[src/rtl/pheap_root_pkg.sv]
// pheap shared types: key/value, heap entry, opcodes and priority compares.
// Used by the root controller and by the leq levels below it.
package pheapTypes;

    localparam int KEY_W = 8;
    localparam int VAL_W = 8;
    localparam int CAP_W = 8;

    typedef struct packed {
        logic [KEY_W-1:0] key;
        logic [VAL_W-1:0] val;
    } kv_t;

    typedef struct packed {
        logic             active;
        logic [CAP_W-1:0] capacity;
        kv_t              kv;
    } entry_t;

    typedef enum logic [1:0] {
        NOP     = 2'd0,
        ENQ     = 2'd1,
        DEQ     = 2'd2,
        ENQ_DEQ = 2'd3
    } opcode_t;

    typedef enum logic {
        NOT_DONE = 1'b0,
        DONE     = 1'b1
    } done_t;

    localparam kv_t              KV_EMPTY    = '0;
    localparam entry_t           ENTRY_EMPTY = '0;
    localparam logic [CAP_W-1:0] CAP_ONE     = 1;

    // Unsigned key compare, greater key = higher priority.
    function automatic logic cmp_kv_gt(input kv_t a, input kv_t b);
        return a.key > b.key;
    endfunction

    // A key beats an empty slot unconditionally.
    function automatic logic cmp_kv_entry_gt(input kv_t a, input entry_t e);
        return !e.active || (a.key > e.kv.key);
    endfunction

    // Inactive entries lose to any active one.
    function automatic logic cmp_entry_entry_gt(input entry_t a, input entry_t b);
        return a.active && (!b.active || (a.kv.key > b.kv.key));
    endfunction

endpackage

[src/rtl/pheap_root_eval.sv]
// pheap root evaluation: next root, response and the follow-on level-2 op.
// Purely combinational; the caller decides when the result is committed.
module pheap_root_eval
    import pheapTypes::*;
(
    input  entry_t  root,
    input  kv_t     in_reg,
    input  opcode_t op_reg,
    input  entry_t  rBotL,
    input  entry_t  rBotR,
    output entry_t  root_nxt,
    output logic    rsp_valid,
    output kv_t     rsp_kv,
    output logic    err,
    output opcode_t op2,
    output kv_t     kv2,
    output logic    startPos2,
    output logic    descend
);

    logic   big_r;
    logic   cap_r;
    entry_t big;
    logic   in_ge_kids;

    // Larger child (left on tie), roomier child (left on tie).
    always_comb begin
        big_r      = cmp_entry_entry_gt(rBotR, rBotL);
        cap_r      = rBotR.capacity > rBotL.capacity;
        big        = big_r ? rBotR : rBotL;
        in_ge_kids = !(rBotL.active && cmp_kv_gt(rBotL.kv, in_reg)) &&
                     !(rBotR.active && cmp_kv_gt(rBotR.kv, in_reg));
    end

    // Per-opcode result; error cases leave the root untouched.
    always_comb begin
        root_nxt  = root;
        rsp_valid = 1'b0;
        rsp_kv    = KV_EMPTY;
        err       = 1'b0;
        op2       = NOP;
        kv2       = KV_EMPTY;
        startPos2 = 1'b0;
        descend   = 1'b0;
        unique case (op_reg)
            ENQ: begin
                if (root.capacity == '0) begin
                    err = 1'b1;
                end else if (!root.active) begin
                    root_nxt.active   = 1'b1;
                    root_nxt.capacity = root.capacity - CAP_ONE;
                    root_nxt.kv       = in_reg;
                end else begin
                    root_nxt.capacity = root.capacity - CAP_ONE;
                    if (cmp_kv_gt(in_reg, root.kv)) begin
                        root_nxt.kv = in_reg;
                        kv2         = root.kv;
                    end else begin
                        kv2 = in_reg;
                    end
                    op2       = ENQ;
                    startPos2 = cap_r;
                    descend   = 1'b1;
                end
            end
            DEQ: begin
                rsp_valid = 1'b1;
                if (!root.active) begin
                    err = 1'b1;
                end else begin
                    rsp_kv            = root.kv;
                    root_nxt.capacity = root.capacity + CAP_ONE;
                    if (!rBotL.active && !rBotR.active) begin
                        root_nxt.active = 1'b0;
                        root_nxt.kv     = KV_EMPTY;
                    end else begin
                        root_nxt.kv = big.kv;
                        op2         = DEQ;
                        startPos2   = big_r;
                        descend     = 1'b1;
                    end
                end
            end
            ENQ_DEQ: begin
                rsp_valid = 1'b1;
                if (!root.active || !cmp_kv_gt(root.kv, in_reg)) begin
                    rsp_kv = in_reg;
                end else begin
                    rsp_kv = root.kv;
                    if (in_ge_kids) begin
                        root_nxt.kv = in_reg;
                    end else begin
                        root_nxt.kv = big.kv;
                        op2         = ENQ_DEQ;
                        kv2         = in_reg;
                        startPos2   = big_r;
                        descend     = 1'b1;
                    end
                end
            end
            default: begin
                root_nxt = root;
            end
        endcase
    end

endmodule

[src/rtl/pheap_root.sv]
// pheap level-1 controller: root register, request FSM, level-2 issue.
// Optional PHEAP_OCC_EN adds count/full/empty occupancy outputs.
module pheap_root
    import pheapTypes::*;
#(
    parameter int NLEVELS = 4
) (
    input  logic             clk,
    input  logic             rst,
    input  logic             req_valid,
    output logic             req_ready,
    input  opcode_t          req_op,
    input  kv_t              req_kv,
    output logic             rsp_valid,
    output kv_t              rsp_kv,
    output logic             err,
    output logic             raddrBot,
    input  entry_t           rBotL,
    input  entry_t           rBotR,
    output logic             start2,
    output opcode_t          op2,
    output kv_t              kv2,
    output logic             startPos2,
    input  logic             active2
`ifdef PHEAP_OCC_EN
    ,
    output logic [NLEVELS:0] count,
    output logic             full,
    output logic             empty
`endif
);

    localparam logic [CAP_W-1:0] CAP_FULL = CAP_W'((1 << NLEVELS) - 1);

    localparam logic [1:0] IDLE = 2'd0;
    localparam logic [1:0] EVAL = 2'd1;
    localparam logic [1:0] HOLD = 2'd2;

    logic [1:0] state;
    entry_t     root;
    opcode_t    op_reg;
    kv_t        in_reg;
    opcode_t    op2_q;
    kv_t        kv2_q;
    logic       pos2_q;

    entry_t     ev_root;
    logic       ev_rsp_valid;
    kv_t        ev_rsp_kv;
    logic       ev_err;
    opcode_t    ev_op2;
    kv_t        ev_kv2;
    logic       ev_pos2;
    logic       ev_descend;

    pheap_root_eval u_eval (
        .root      (root),
        .in_reg    (in_reg),
        .op_reg    (op_reg),
        .rBotL     (rBotL),
        .rBotR     (rBotR),
        .root_nxt  (ev_root),
        .rsp_valid (ev_rsp_valid),
        .rsp_kv    (ev_rsp_kv),
        .err       (ev_err),
        .op2       (ev_op2),
        .kv2       (ev_kv2),
        .startPos2 (ev_pos2),
        .descend   (ev_descend)
    );

    // Request FSM, root commit in EVAL, downstream capture on stall.
    always_ff @(posedge clk or negedge rst) begin
        if (!rst) begin
            state         <= IDLE;
            root.active   <= 1'b0;
            root.capacity <= CAP_FULL;
            root.kv       <= KV_EMPTY;
            op_reg        <= NOP;
            in_reg        <= KV_EMPTY;
            op2_q         <= NOP;
            kv2_q         <= KV_EMPTY;
            pos2_q        <= 1'b0;
        end else begin
            case (state)
                IDLE: begin
                    if (req_valid && req_op != NOP) begin
                        op_reg <= req_op;
                        in_reg <= req_kv;
                        state  <= EVAL;
                    end
                end
                EVAL: begin
                    root <= ev_root;
                    if (ev_descend && active2) begin
                        op2_q  <= ev_op2;
                        kv2_q  <= ev_kv2;
                        pos2_q <= ev_pos2;
                        state  <= HOLD;
                    end else begin
                        state <= IDLE;
                    end
                end
                HOLD: begin
                    if (!active2) begin
                        state <= IDLE;
                    end
                end
                default: begin
                    state <= IDLE;
                end
            endcase
        end
    end

    // Response and downstream drive; idle values outside EVAL/HOLD.
    always_comb begin
        req_ready = (state == IDLE);
        rsp_valid = 1'b0;
        rsp_kv    = KV_EMPTY;
        err       = 1'b0;
        start2    = 1'b0;
        op2       = NOP;
        kv2       = KV_EMPTY;
        startPos2 = 1'b0;
        if (state == EVAL) begin
            rsp_valid = ev_rsp_valid;
            rsp_kv    = ev_rsp_kv;
            err       = ev_err;
            if (ev_descend && !active2) begin
                start2    = 1'b1;
                op2       = ev_op2;
                kv2       = ev_kv2;
                startPos2 = ev_pos2;
            end
        end else if (state == HOLD) begin
            start2    = !active2;
            op2       = op2_q;
            kv2       = kv2_q;
            startPos2 = pos2_q;
        end
    end

    assign raddrBot = 1'b0;

`ifdef PHEAP_OCC_EN
    // Occupancy follows the root register directly.
    always_comb begin
        count = (NLEVELS+1)'(CAP_FULL - root.capacity);
        full  = (root.capacity == '0);
        empty = !root.active;
    end
`endif

endmodule

[config.mk]
export PLATFORM = sky130hd
export DESIGN_NAME = pheap_root
export DESIGN_NICKNAME = d
export VERILOG_FILES = /design/src/rtl/pheap_root_pkg.sv /design/src/rtl/pheap_root_eval.sv /design/src/rtl/pheap_root.sv
export SDC_FILE = /design/constraint.sdc
export NUM_CORES = 1
export LEC_CHECK = 0
export CAP_MARGIN = 20
export CORE_MARGIN = 8
export CORE_UTILIZATION = 40
export DETAILED_ROUTE_END_ITERATION = 7
export GPL_TIMING_DRIVEN = 1
export HOLD_SLACK_MARGIN = 0.1
export MAX_ROUTING_LAYER = met4
export PLACE_DENSITY = 0.75
export SLEW_MARGIN = 40
export SYNTH_ARGS = -nofsm -noshare
export SYNTH_HDL_FRONTEND = slang
export SYNTH_SLANG_ARGS = --single-unit
[constraint.sdc]
create_clock -name clk -period 4.37 [get_ports clk]
set_input_delay 0.874 -clock clk [delete_from_list [all_inputs] [get_ports clk]]
set_output_delay 0.874 -clock clk [all_outputs]
set_load 0.01 [all_outputs]
==> impl_metrics.toml, run 1 <==
[run_status]
run_status = "finished, final reports clean"

[placement]
gp_routability_congestion = 0.897
dp_worst_setup_slack_ns = -0.332
io_buffers = 110
dp_hpwl_um = 11200
placedCellCount = 767

[cells_and_area]
final-seq-area_um2 = 1610
final_cell_count_no_fill = 788
post_route_cells_drive_above_1_share_pct = 20.0
largest_register_ffs = 25
num_antenna_cells = 0
multi_input_comb_area_um2 = 2830
fillers = 1064
final_nets = 756
post_synthesis_to_final_layout_area_growth_pct = 37.9

[floorplanning]
initial_core_utilization_pct = 40.3
rows = 40
core-area_um2 = 11800
die_extent_in_y_um = 125
i_o_pin_count = 112
die_w_um = 125
die_area_um2 = 15600

[power]
netSwitchingPower_mw = 1.25
leakage_nw = 2.89
peakVddDrop_uv = 217
sequential_power_share_pct = 33.6
intPower_mw = 1.99
power-per-cell-area_nw_per_um2 = 493
power_switching_share_pct = 38.5
pwr-share-comb_pct = 43.1
clock_power_share_pct = 23.4

[route]
via_count = 4560
drtPass1Iterations = 5
drt-wirelength-per-cell_um = 18.8
drt_first_iter_violations = 297
residual_drc_count = 0
ant_nets = 0
drt-vias-per-instance = 5.79
drt-total-wl_um = 14800

[timing]
grt_setup_unrepaired = "true"
timing.hold.ws_ns = 0.499
fmax_mhz = 233
final_hold_fails = 0
worst_pin_slew_ns = 0.789
total_count_of_max_transition_violations_in_the_final_report = 0
finalClockSkew_ns = 0.00892
timing.final.ws_setup_ns = 0.0784
max-slew-margin-rel_pct = 47.3
layout_min_cycle_time_ns = 4.29
post-route-period-util_pct = 98.2
final-setup-viol-count = 0

[clock_network]
cts_root_buffer = "clkbuf_16"
worstSkewPairLatency_ns = 0.33
cts-buffers-inserted = 9
tritoncts_num_sinks = 64
cts.reportedPaths.clkPinSlew_ns = 0.06
cts_max_path_buffers = 2
cts_tree = "yes"
cts-htree-levels = 3

[worst_setup_path]
cells_traversed_along_the_worst_timing_path = "clkdlybuf4s50_1 -> inv_1 -> ha_1 -> nand4_1 -> nand2_1 -> a211oi_1 -> buf_4 -> nor4_4 -> or2_1 -> buf_4 -> a311o_2 -> a21oi_1 -> clkdlybuf4s15_2"
timing.critical_path.buf_inv = 5
worst-path-max-fanout = 6
worst_path_largest_cell_delay_ns = 0.48
cp_common_cell = "buf_4"
setup.worst_path.start_class = "input pin"
worst_setup_sp = "rBotR[8]"
timing_worst_setup_path_type = "in -> out"
reg2reg_slack_ns = 1.09
cp_data_required_time_ns = 3.50
kind_of_capture_point_of_the_worst_setup_path = "primary output"
worst_ep_arrival_time_ns = 3.42
slowest_stage = "clkdlybuf4s50_1"
critical-path-top-delay-family = "buffers and inverters"
rr_startpoint = "root[9]"

[synth]
number_of_flops_mapped_to_enable_cells_by_yosys = 0
seq_total_area_yosys_pct = 33.8
ys_ff_latch = 64
syn-cell-area_um2 = 4760
synth_top_flop_cell = "dfrtp_1"
ys.warnings.count = 0
post_synth.cell_area_avg_um2 = 9.50
synth-async-reset-ratio_pct = 100
mappedNetlistNets = 620
synthCells = 501
synth_cell_type_count = 62

[hold_path]
hold_class = "in -> async"

[global_routing]
grt_max_degree = 34
track_usage_pct = 19.3
grt_antenna_before_repair = 0
grt_overflow = 0
number_of_global_route_vias_before_repair = 4800
grt_first_pass_wirelength_um = 24100

[flow_run]
maxCapViolCount = 0
logic make-up (layout without fill, tap and decap cells):
logic type	count (synthesis)	after routing	synth area share, %
AOI/OAI and AO/OA	136	136	21.3
xor gates and xnor gates	7	7	1.29
adders and majority gates	47	47	12.4
buffers and inverters	88	228	8.86
DFF	64	64	33.8
muxes	43	43	9.31
other	1	1	0.0788
and+or+nand+nor	115	115	13.0
what timing repair did:
item,CTS,global route
hold buffers,0,0
pin swaps,6,2
endpoints found under the setup margin,20,24
resized for setup,69,19
cloned,1,0
setup buffers,2,2
cells in the final DEF, fill, tap and decap left out, types with 3 or more instances in the layout:
cell             instances
buf_2                   15
nor3_1                  21
dfrtp_1                 60
a211oi_2                 3
ha_1                    46
mux2_2                  10
o211ai_1                 4
clkdlybuf4s50_1         87
clkbuf_2                 3
a22oi_1                 26
xor2_1                   6
dfstp_2                  4
a221o_1                 16
a211oi_1                 5
nand4_1                 12
dlygate4sd2_1            4
a22oi_2                  7
o21ai_0                 16
o22ai_1                 17
nand2_1                 21
nand3_1                  4
clkbuf_16                9
nor2b_1                  6
buf_4                   38
mux2i_1                 33
o22ai_2                  3
nor2_1                  32
inv_1                   60
a21oi_1                 17
stage by stage:
stage	power [mW]	utilization (%)	instance area, µm²	setup TNS (ns)
floorplan	1.94	-	4760	0
global placement	2.33	52.1	6150	-4.25
detailed placement	2.41	52.4	6180	-4.81
CTS	3.20	55.2	6530	-0.0222
global route	3.43	55.6	6560	-0.164
finish	3.24	55.6	6560	0
metal layers:
| layer | global-route usage (%) | part of all wire (%) | up-vias |
|---|---|---|---|
| met4 | 6.38 | 2.3 | 0 |
| met5 | - | 0 | - |
| li1 | - | - | 2121 |
| met1 | 22.3 | 42 | 2228 |
| met3 | 2.85 | 5.1 | 33 |
| met2 | 33.6 | 51 | 178 |
layout make-up:
class,count,area share [%]
Clock inverter,6,1.30
Tap cell,147,2.80
Sequential cell,64,24.5
Timing Repair Buffer,153,21.4
Inverter,60,3.43
Clock buffer,9,3.43
Multi-Input combinational cell,349,43.2
power groups by stage:
stage               Sequential [mW]  Clock [mW]  Combinational, mW
global placement               1.07           0               1.27
CTS                            1.07       0.760               1.37
detailed placement             1.08           0               1.34
finish                         1.09       0.756               1.39
floorplan                     0.999           0              0.937
global route                   1.11       0.785               1.53
cells in the mapped netlist, types with 3 or more instances:
master    count  area (µm²)
buf_2         7        35.0
nor3_1       22         110
buf_4         3        22.5
nand4_1      12        75.1
mux2_2       10         113
mux2i_1      33         330
o22ai_1      19         119
xor2_1        6        52.6
nand3_1       4        20.0
nor2b_1       6        37.5
o211ai_1      4        30.0
ha_1         47         588
nor2_1       32         120
dfrtp_1      60        1500
dfstp_2       4         105
a221o_1      16         160
a21oi_1      17        85.1
a211oi_1      8        60.1
clkbuf_1     10        37.5
inv_1        60         225
a22oi_1      32         240
buf_6         5        56.3
o21ai_0      16        80.1
nand2_1      22        82.6
nand2b_1      3        18.8
worst paths after layout:
kind,to,depth (start not counted)
setup / recovery,start2,13
hold / removal,in_reg[3],1
setup reg to reg,root[11],9
hold reg to reg,kv2_q[13],2
max in group asynchronous,root[17],3
min in group clk,kv2_q[13],2
worst reg2reg max path, cell delays in order (launching register included):
cell	delay, ns
dfrtp_1	0.42
inv_1	0.07
ha_1	0.33
nor2b_4	0.14
o211ai_2	0.14
a21oi_2	0.10
o41a_1	0.56
a311o_2	0.70
nor2_4	0.51
a221o_1	0.24
(Power assumes the default switching activity.)
==> inputs of run 2 (changes only) <==
--- a/config.mk
+++ b/config.mk
@@ -12,7 +12,7 @@
 export GPL_TIMING_DRIVEN = 1
 export HOLD_SLACK_MARGIN = 0.1
 export MAX_ROUTING_LAYER = met4
-export PLACE_DENSITY = 0.75
+export PLACE_DENSITY = 0.78
 export SLEW_MARGIN = 40
 export SYNTH_ARGS = -nofsm -noshare
 export SYNTH_HDL_FRONTEND = slang
==> constraint.sdc (replaced) <==
create_clock -name clk -period 3.5 [get_ports clk]
set_input_delay 0.7 -clock clk [delete_from_list [all_inputs] [get_ports clk]]
set_output_delay 0.7 -clock clk [all_outputs]
set_load 0.01 [all_outputs]
==> run 2 against run 1 <==
The flow now finishes with violations (setup timing). Clock-buffer cell count increased by 1. Clock skew about the same. Non-clock buffer count up 73. Critical path depth fell by 1. Sequential share of layout area fell by 2.9 points. Utilization is 7.4 points higher. Register-to-register slack got worse by 0.93 ns. Largest power group unchanged. Sequential power up 17%. Critical path type is now reg -> out. Global-route usage grew 2.8 points.
==> impl_metrics.toml, run 2 (synthesis gave the netlist of run 1 again) <==
[worst_setup_path]
kind_of_capture_point_of_the_worst_setup_path = "primary output"
critical-path-top-delay-family = "compound AO/OA/AOI/OAI gates"
cells_traversed_along_the_worst_timing_path = "inv_2 -> ha_4 -> a211oi_2 -> nor2_1 -> o221a_4 -> nor4_4 -> buf_4 -> o22ai_4 -> buf_8 -> a22oi_2 -> o22ai_2 -> buf_2"
timing_worst_setup_path_type = "reg -> out"
worst-path-max-fanout = 8
cp_data_required_time_ns = 2.80
timing.critical_path.buf_inv = 4
setup.worst_path.start_class = "flip-flop"
worst_ep_arrival_time_ns = 3.04
worst_path_largest_cell_delay_ns = 0.43
slowest_stage = "dfrtp_1"

[route]
drt_first_iter_violations = 463
drt-wirelength-per-cell_um = 20.5
residual_drc_count = 0
via_count = 5059
ant_nets = 0
drt-total-wl_um = 17700
drtPass1Iterations = 5
drt-vias-per-instance = 5.87

[timing]
final-setup-viol-count = 20
total_count_of_max_transition_violations_in_the_final_report = 0
worst_pin_slew_ns = 0.627
final_hold_fails = 0
finalClockSkew_ns = 0.00933
layout_min_cycle_time_ns = 3.74
post-route-period-util_pct = 107
fmax_mhz = 267
timing.final.ws_setup_ns = -0.244
grt_setup_unrepaired = "true"
max-slew-margin-rel_pct = 58.2

[cells_and_area]
post_route_cells_drive_above_1_share_pct = 37.8
layout.cell_area.non_filler_um2 = 7430
largest_register_ffs = 25
mostFrequentLayoutCell = "buf_4"
num_antenna_cells = 0
layout_common_cells = "buf_4, dfrtp_1, clkdlybuf4s50_1"
fillers = 909
post_synthesis_to_final_layout_area_growth_pct = 56.2
final_nets = 829

[flow_run]
maxCapViolCount = 0

[global_routing]
grt_antenna_before_repair = 0
grt_first_pass_wirelength_um = 27400
grt_overflow = 0
grt_max_degree = 27
number_of_global_route_vias_before_repair = 5317
track_usage_pct = 22.1

[power]
intPower_mw = 2.94
netSwitchingPower_mw = 1.91
pwr-share-comb_pct = 53.5
power_switching_share_pct = 39.4
sequential_power_share_pct = 26.4
peakVddDrop_uv = 306
clock_power_share_pct = 20.1
leakage_nw = 3.33
p_total_mw = 4.85
power-per-cell-area_nw_per_um2 = 652

[clock_network]
cts_tree = "yes"
cts_root_buffer = "clkbuf_16"
worstSkewPairLatency_ns = 0.33
cts.reportedPaths.clkPinSlew_ns = 0.06
cts_max_path_buffers = 2
cts-buffers-inserted = 9
cts-htree-levels = 3
tritoncts_num_sinks = 64

[run_status]
run_status = "complete, but fails checks"
violated_checks = "setup timing"

[floorplanning]
rows = 40
initial_core_utilization_pct = 40.3
core-area_um2 = 11800
die_w_um = 125
die_area_um2 = 15600
i_o_pin_count = 112
die_extent_in_y_um = 125

[hold_path]
hold_class = "in -> async"

[placement]
gp_routability_congestion = 0.888
dpl-instance-area_um2 = 6550
dp_hpwl_um = 11700
io_buffers = 110
-- run 2: area by class of cell --
| class | instances | area [µm²] | area share [%] |
|---|---|---|---|
| Timing Repair Buffer | 226 | 1910 | 25.7 |
| Clock buffer | 10 | 229 | 3.08 |
| Tap cell | 147 | 184 | 2.47 |
| Multi-Input combinational cell | 349 | 3170 | 42.6 |
| Clock inverter | 6 | 92.6 | 1.25 |
| Inverter | 60 | 239 | 3.21 |
| Sequential cell | 64 | 1610 | 21.6 |
-- run 2: worst register-to-register path: stages, from the launching register on --
cell and delay [ns]:
dfrtp_1 0.39, buf_4 0.15, ha_4 0.21, nor2b_4 0.13, o211ai_2 0.18, a21oi_2 0.09
or4_4 0.43, buf_4 0.19, o22ai_4 0.22, buf_8 0.18, a22oi_2 0.09, buf_4 0.14
buf_4 0.12, buf_4 0.12, buf_4 0.12, buf_4 0.12, buf_4 0.12, mux2i_1 0.23
-- run 2: worst paths after layout --
| path | startpoint | to | slack (ns) | depth (start not counted) |
|---|---|---|---|---|
| setup / recovery | in_reg[13] | kv2[12] | -0.24 | 12 |
| hold / removal | rst | pos2_q | 0.37 | 1 |
| setup reg to reg | in_reg[9] | kv2_q[13] | 0.16 | 17 |
| hold reg to reg | root[22] | root[22] | 0.52 | 1 |
| max in group asynchronous | rst | root[17] | 2.37 | 2 |
| min in group clk | root[22] | root[22] | 0.52 | 1 |
-- run 2: per-stage QoR --
step                setup slack [ns]  std cells  util, %  setup TNS [ns]  hold slack [ns]
global route                  -0.319        862     62.9           -4.58            0.413
global placement              -0.832        813     55.4          -15.83            0.488
CTS                           -0.164        852     62.1           -2.12            0.384
detailed placement            -0.881        813     55.4          -18.09            0.505
floorplan                      0.166        501        -               0            0.404
finish                        -0.244        862     62.9           -2.89            0.374
-- run 2: power by group through the flow --
stage | clock [mW] | combinational [mW] | sequential, mW
floorplan | 0 | 1.17 | 1.25
global placement | 0 | 1.96 | 1.23
detailed placement | 0 | 2.04 | 1.25
CTS | 0.969 | 2.36 | 1.25
global route | 1.01 | 2.78 | 1.30
finish | 0.973 | 2.59 | 1.28
-- run 2: what timing repair did --
| action | 4_1_cts | 5_1_grt |
|---|---|---|
| resized for setup | 191 | 57 |
| buffers inserted | 20 | 12 |
| pin swaps | 44 | 28 |
| hold buffers | 0 | 0 |
| cloned | 4 | 0 |
| endpoints found under the setup margin | 36 | 36 |
-- run 2: per-layer routing --
| layer | vias to the layer above | global-route usage, % | routed length [µm] |
|---|---|---|---|
| li1 | 2267 | - | - |
| met1 | 2459 | 23.6 | 6820 |
| met2 | 271 | 39.2 | 9010 |
| met3 | 62 | 3.82 | 1180 |
| met4 | 0 | 10.5 | 648 |
| met5 | - | - | 0 |
